===== src/rtl/serial_frame_receiver_pkg.sv =====
// Shared types and defaults for the serial frame receiver and its frame FIFO.
package serial_frame_receiver_pkg;

  typedef enum logic [1:0] {
    StIdle = 2'd0,
    StData = 2'd1,
    StStop = 2'd2
  } rx_state_e;

  localparam int unsigned DefaultDataBits  = 40;
  localparam int unsigned DefaultFifoDepth = 2;

  // Pointer width that stays at least one bit wide for a single-entry FIFO.
  function automatic int unsigned clog2_min1(input int unsigned v);
    return (v <= 2) ? 1 : $clog2(v);
  endfunction

endpackage


===== src/rtl/rx_frame_fifo.sv =====
// Synchronous frame FIFO; a push into a full FIFO is accepted when a pop happens in the same cycle.
module rx_frame_fifo
  import serial_frame_receiver_pkg::*;
#(
  parameter int unsigned WIDTH = DefaultDataBits,
  parameter int unsigned DEPTH = DefaultFifoDepth
) (
  input  logic             clk,
  input  logic             rst_n,
  input  logic             push,
  input  logic [WIDTH-1:0] push_data,
  input  logic             pop,
  output logic [WIDTH-1:0] head_data,
  output logic             full,
  output logic             empty
);

  localparam int unsigned PtrW = clog2_min1(DEPTH);
  localparam int unsigned CntW = $clog2(DEPTH + 1);

  logic [WIDTH-1:0] mem_q [DEPTH];
  logic [PtrW-1:0]  wr_ptr_q, rd_ptr_q;
  logic [CntW-1:0]  cnt_q;
  logic             do_push, do_pop;

  function automatic logic [PtrW-1:0] ptr_inc(input logic [PtrW-1:0] p);
    return (p == PtrW'(DEPTH - 1)) ? '0 : p + 1'b1;
  endfunction

  assign empty     = (cnt_q == '0);
  assign full      = (cnt_q == CntW'(DEPTH));
  assign do_pop    = pop && !empty;
  assign do_push   = push && (!full || do_pop);
  assign head_data = mem_q[rd_ptr_q];

  always_ff @(posedge clk or negedge rst_n) begin
    if (!rst_n) begin
      for (int i = 0; i < DEPTH; i++) begin
        mem_q[i] <= '0;
      end
      wr_ptr_q <= '0;
      rd_ptr_q <= '0;
      cnt_q    <= '0;
    end else begin
      if (do_push) begin
        mem_q[wr_ptr_q] <= push_data;
        wr_ptr_q        <= ptr_inc(wr_ptr_q);
      end
      if (do_pop) begin
        rd_ptr_q <= ptr_inc(rd_ptr_q);
      end
      if (do_push && !do_pop) begin
        cnt_q <= cnt_q + 1'b1;
      end else if (!do_push && do_pop) begin
        cnt_q <= cnt_q - 1'b1;
      end
    end
  end

endmodule


===== src/rtl/serial_frame_receiver.sv =====
// Start-bit framed serial receiver, one bit per clk, with stop check and a buffered
// valid/ready output.
module serial_frame_receiver
  import serial_frame_receiver_pkg::*;
#(
  parameter int unsigned DATA_BITS  = DefaultDataBits,
  parameter int unsigned FIFO_DEPTH = DefaultFifoDepth,
  parameter int unsigned LSB_FIRST  = 1,
  parameter int unsigned CHECK_STOP = 1
) (
  input  logic                 clk,
  input  logic                 rst_n,
  input  logic                 si,
  output logic [DATA_BITS-1:0] out_data,
  output logic                 out_valid,
  input  logic                 out_ready,
  output logic                 frame_err,
  output logic                 overrun,
  output logic                 busy
);

  localparam int unsigned CntW = $clog2(DATA_BITS);

  rx_state_e            state_q, state_d;
  logic [CntW-1:0]      cnt_q, cnt_d;
  logic [DATA_BITS-1:0] sr_q, sr_d;
  logic                 frame_err_q, frame_err_d;
  logic                 overrun_q, overrun_d;
  logic                 push_req, pop, fifo_full, fifo_empty;

  always_comb begin
    state_d     = state_q;
    cnt_d       = cnt_q;
    sr_d        = sr_q;
    push_req    = 1'b0;
    frame_err_d = 1'b0;
    unique case (state_q)
      StIdle: begin
        if (si) begin
          state_d = StData;
          cnt_d   = '0;
        end
      end
      StData: begin
        sr_d  = (LSB_FIRST != 0) ? {si, sr_q[DATA_BITS-1:1]} : {sr_q[DATA_BITS-2:0], si};
        cnt_d = cnt_q + 1'b1;
        // Return the counter to zero on the last bit so it never passes DATA_BITS-1.
        if (cnt_q == CntW'(DATA_BITS - 1)) begin
          state_d = StStop;
          cnt_d   = '0;
        end
      end
      StStop: begin
        state_d = StIdle;
        if ((CHECK_STOP != 0) && si) begin
          frame_err_d = 1'b1;
        end else begin
          push_req = 1'b1;
        end
      end
      default: state_d = StIdle;
    endcase
  end

  assign pop       = out_ready && !fifo_empty;
  assign overrun_d = push_req && fifo_full && !pop;

  always_ff @(posedge clk or negedge rst_n) begin
    if (!rst_n) begin
      state_q     <= StIdle;
      cnt_q       <= '0;
      sr_q        <= '0;
      frame_err_q <= 1'b0;
      overrun_q   <= 1'b0;
    end else begin
      state_q     <= state_d;
      cnt_q       <= cnt_d;
      sr_q        <= sr_d;
      frame_err_q <= frame_err_d;
      overrun_q   <= overrun_d;
    end
  end

  rx_frame_fifo #(
    .WIDTH(DATA_BITS),
    .DEPTH(FIFO_DEPTH)
  ) u_fifo (
    .clk      (clk),
    .rst_n    (rst_n),
    .push     (push_req),
    .push_data(sr_q),
    .pop      (pop),
    .head_data(out_data),
    .full     (fifo_full),
    .empty    (fifo_empty)
  );

  assign out_valid = !fifo_empty;
  assign frame_err = frame_err_q;
  assign overrun   = overrun_q;
  assign busy      = (state_q != StIdle);

endmodule


===== config.mk =====
export PLATFORM = sky130hd
export DESIGN_NAME = serial_frame_receiver
export DESIGN_NICKNAME = d
export VERILOG_FILES = /design/src/rtl/serial_frame_receiver_pkg.sv /design/src/rtl/rx_frame_fifo.sv /design/src/rtl/serial_frame_receiver.sv
export SDC_FILE = /design/constraint.sdc
export NUM_CORES = 1
export LEC_CHECK = 0
export CORE_MARGIN = 2
export CORE_UTILIZATION = 58
export DETAILED_ROUTE_END_ITERATION = 8
export PLACE_DENSITY = 0.8
export SYNTH_ARGS = -nofsm -noshare
export SYNTH_HDL_FRONTEND = slang
export SYNTH_HIERARCHICAL = 1
export SYNTH_SLANG_ARGS = --single-unit

===== constraint.sdc =====
create_clock -name clk -period 2.1 [get_ports clk]
set_input_delay 0.63 -clock clk [delete_from_list [all_inputs] [get_ports clk]]
set_output_delay 0.63 -clock clk [all_outputs]
set_load 0.01 [all_outputs]

==> flow_metrics.env <==
export IMPL_syn_to_final_growth_pct=27.5
export IMPL_tritoncts="built"
export IMPL_rows=36
export IMPL_cts_sinks=134
export IMPL_async_flop_share_pct=100
export IMPL_post_dp_hpwl_mm=6.20
export IMPL_p_total_mw=8.67
export IMPL_netlist_instances=364
export IMPL_cts_max_level=4
export IMPL_grt_ovfl_total=0
export IMPL_setup_viol=40
export IMPL_grt_max_degree=50
export IMPL_synth_flop_cell="dfrtp_1"
export IMPL_yosys_warnings=6
export IMPL_critical_path_arrival_ps=1770
export IMPL_hold_violations=0
export IMPL_critPathMaxStageDelay_ps=420
export IMPL_clkLatencyLatePin_ps=530
export IMPL_drcViolationCount=0
export IMPL_required_ps=1470
export IMPL_firstDrtPassIters=4
export IMPL_path_class="flip-flop to output pin"
export IMPL_root_buffer="clkbuf_8"
export IMPL_grt_pass1_wl_mm=19.0
export IMPL_cts_buffer_depth=2
export IMPL_maxCapViolCount=0
export IMPL_tightestPinTransition_ps=466
export IMPL_r2r_start="state_q[0]$_DFFE_PN0P_"
export IMPL_r2r_setup_slack_ps=220
export IMPL_grt_antenna_before_repair=0
export IMPL_r2r_end="u_fifo/mem_q[64]$_DFFE_PN0P_"
export IMPL_avgSynthCellArea_sq_um=15.9
export IMPL_syn_area_sq_mm=0.00579
export IMPL_core_area_sq_mm=0.00973
export IMPL_fmax_mhz=417
export IMPL_power_density_mw_per_mm2=1170
export IMPL_crit_path_max_fanout=6
export IMPL_violations="setup timing"
export IMPL_crit_top_cell="buf_6"
export IMPL_endpoint_kind="output pin"
export IMPL_synth_nets=370
export IMPL_fin_ws_ps=-300
export IMPL_fin_nets=453
export IMPL_ys_seq_elements=134
export IMPL_rsz0062_at_grt="true"
export IMPL_start_util_pct=59.5
export IMPL_drt_iter0_markers=85
export IMPL_slew_viol_final=0
export IMPL_r2r_cells=6
export IMPL_cp_startpoint="u_fifo/rd_ptr_q$_DFFE_PN0P_"
export IMPL_grt_pass1_vias=3517
export IMPL_post_drt_wl_per_cell_um=19.3
export IMPL_die_y_um=104
export IMPL_period_needed_ps=2400
export IMPL_antenna_cells=0
export IMPL_crit_chain="buf_6 > buf_12 > buf_16 > mux2_4 > buf_6"
export IMPL_ir_drop_mv=0.720
export IMPL_port_buffers=47
export IMPL_pin_count=48
export IMPL_finalClockSkew_ps=8.44
export IMPL_finalCritPeriodShare_pct=114
export IMPL_fill_cells=571
export IMPL_yosysUniqueCellTypes=34
export IMPL_drt_total_wl_mm=11.4
export IMPL_status="finished with violations"
export IMPL_dieArea_sq_mm=0.0108
export IMPL_cts_buffers_inserted=17
export IMPL_cp_start_kind="flip-flop"
export IMPL_vias=3256
export IMPL_hp_class="input pin to asynchronous set/reset pin"
export IMPL_grtUsageTotal_pct=22.9
export IMPL_place_congestion=0.792
export IMPL_die_x_um=104
export IMPL_slew_headroom_pct=68.9
export IMPL_synth_edf_count=0
export IMPL_cp_slowest_cell="dfrtp_2"
export IMPL_viasPerCell=5.49
export IMPL_hold_buffers=0
export IMPL_fin_tns_setup_ps=-10220
export IMPL_clk_pin_slew_ps=60
export IMPL_final_layout_size_suffix_gt1_share_pct=60.2
export IMPL_final_cell_mix="132 x mux2_2, 132 x dfrtp_1, 43 x buf_6"
export IMPL_leakage_nw=3.59
export IMPL_ant_nets=0
export IMPL_synth_yosys_seq_area_share_pct=57.9
==> sequential cells by signal, indices dropped and copies added (netlist names) <==
signal / cells
frame_err: 1
u_fifo/cnt_q: 2
u_fifo/rd_ptr_q: 1
sr_q: 40
state_q: 2
overrun: 1
u_fifo/mem_q: 80
cnt_q: 6
u_fifo/wr_ptr_q: 1
==> per-stage QoR <==
stage          instances  area [sq um]  setup WS [ps]  util, %  hold WS [ps]
2_1_floorplan        364          5790            221        -           334
3_3_place_gp         543          6470           -368     66.5           465
3_5_place_dp         543          6470           -420     66.5           476
4_1_cts              591          7360           -325     75.7          62.3
5_1_grt              593          7380           -340     75.9          82.2
6_report             593          7380           -300     75.9          57.6
==> Yosys cell counts (2+ instances only) <==
cell / number / area share (%)
mux2_4: 23 / 6.0
a22o_1: 2 / 0.30
xnor2_1: 2 / 0.30
dfrtp_1: 134 / 58
inv_1: 2 / 0.13
o31ai_1: 2 / 0.26
nand3_1: 2 / 0.17
nor2b_1: 2 / 0.22
nor3b_4: 2 / 0.65
and3b_1: 2 / 0.30
nand2_1: 5 / 0.32
nor2_1: 5 / 0.32
buf_2: 5 / 0.43
o21ai_0: 2 / 0.17
and2_1: 2 / 0.22
nor3b_1: 2 / 0.26
mux2_2: 138 / 27
xor2_1: 3 / 0.45
buf_6: 13 / 2.5
ha_1: 2 / 0.43
==> final cells by class <==
| class | count | area, sq um | share of cell area (%) |
|---|---|---|---|
| flip-flops and latches | 134 | 3360 | 45.4 |
| multi-input cells | 209 | 2290 | 31.0 |
| repair buffers | 83 | 988 | 13.4 |
| clock buffers | 21 | 449 | 6.08 |
| well taps | 133 | 166 | 2.25 |
| clock inverters | 11 | 130 | 1.76 |
| inverters | 2 | 7.51 | 0.102 |
==> cell families after synthesis <==
logic type / synth area share, %
DFF: 57.9
xor gates and xnor gates: 0.756
adders and majority gates: 0.432
buffers and inverters: 3.15
muxes: 33.0
and+or+nand+nor: 3.26
AOI/OAI and AO/OA: 1.53
==> worst max path at each step <==
| stage | end | cells after the start |
|---|---|---|
| 6_report | out_data[1] | 5 |
| 4_1_cts | out_data[1] | 5 |
| 3_5_place_dp | u_fifo/mem_q[50]$_DFFE_PN0P_ | 6 |
| 2_1_floorplan | u_fifo/mem_q[40]$_DFFE_PN0P_ | 4 |
| 5_1_grt | out_data[1] | 5 |
| 3_3_place_gp | u_fifo/mem_q[64]$_DFFE_PN0P_ | 6 |
==> metal layers <==
layer  vias to the layer above  wire [um]  global-route usage (%)
li1                       1469          -                       -
met1                      1716       5100                    31.3
met2                        56       5800                    35.9
met3                        15        323                    4.82
met4                         0        191                    9.85
met5                         -          0                       0
==> repair_timing <==
| action | 4_1_cts | 5_1_grt |
|---|---|---|
| setup buffers | 13 | 3 |
| gates resized for setup | 220 | 4 |
| gates cloned | 3 | 0 |
| setup endpoints to repair | 42 | 41 |
==> critical path, delay by kind of cell (launching register included) <==
kind	cells	cell delay [ps]
buffers and inverters	4	530
flip-flops	1	420
multiplexers	1	300
==> where the power goes <==
part / internal, mW / total (mW) / switching [mW]
logic: 1.34 / 2.15 / 0.808
registers: 3.10 / 3.61 / 0.516
clock network: 1.85 / 2.91 / 1.06
total: 6.29 / 8.67 / 2.38
Power figures use the tool's default switching activity.
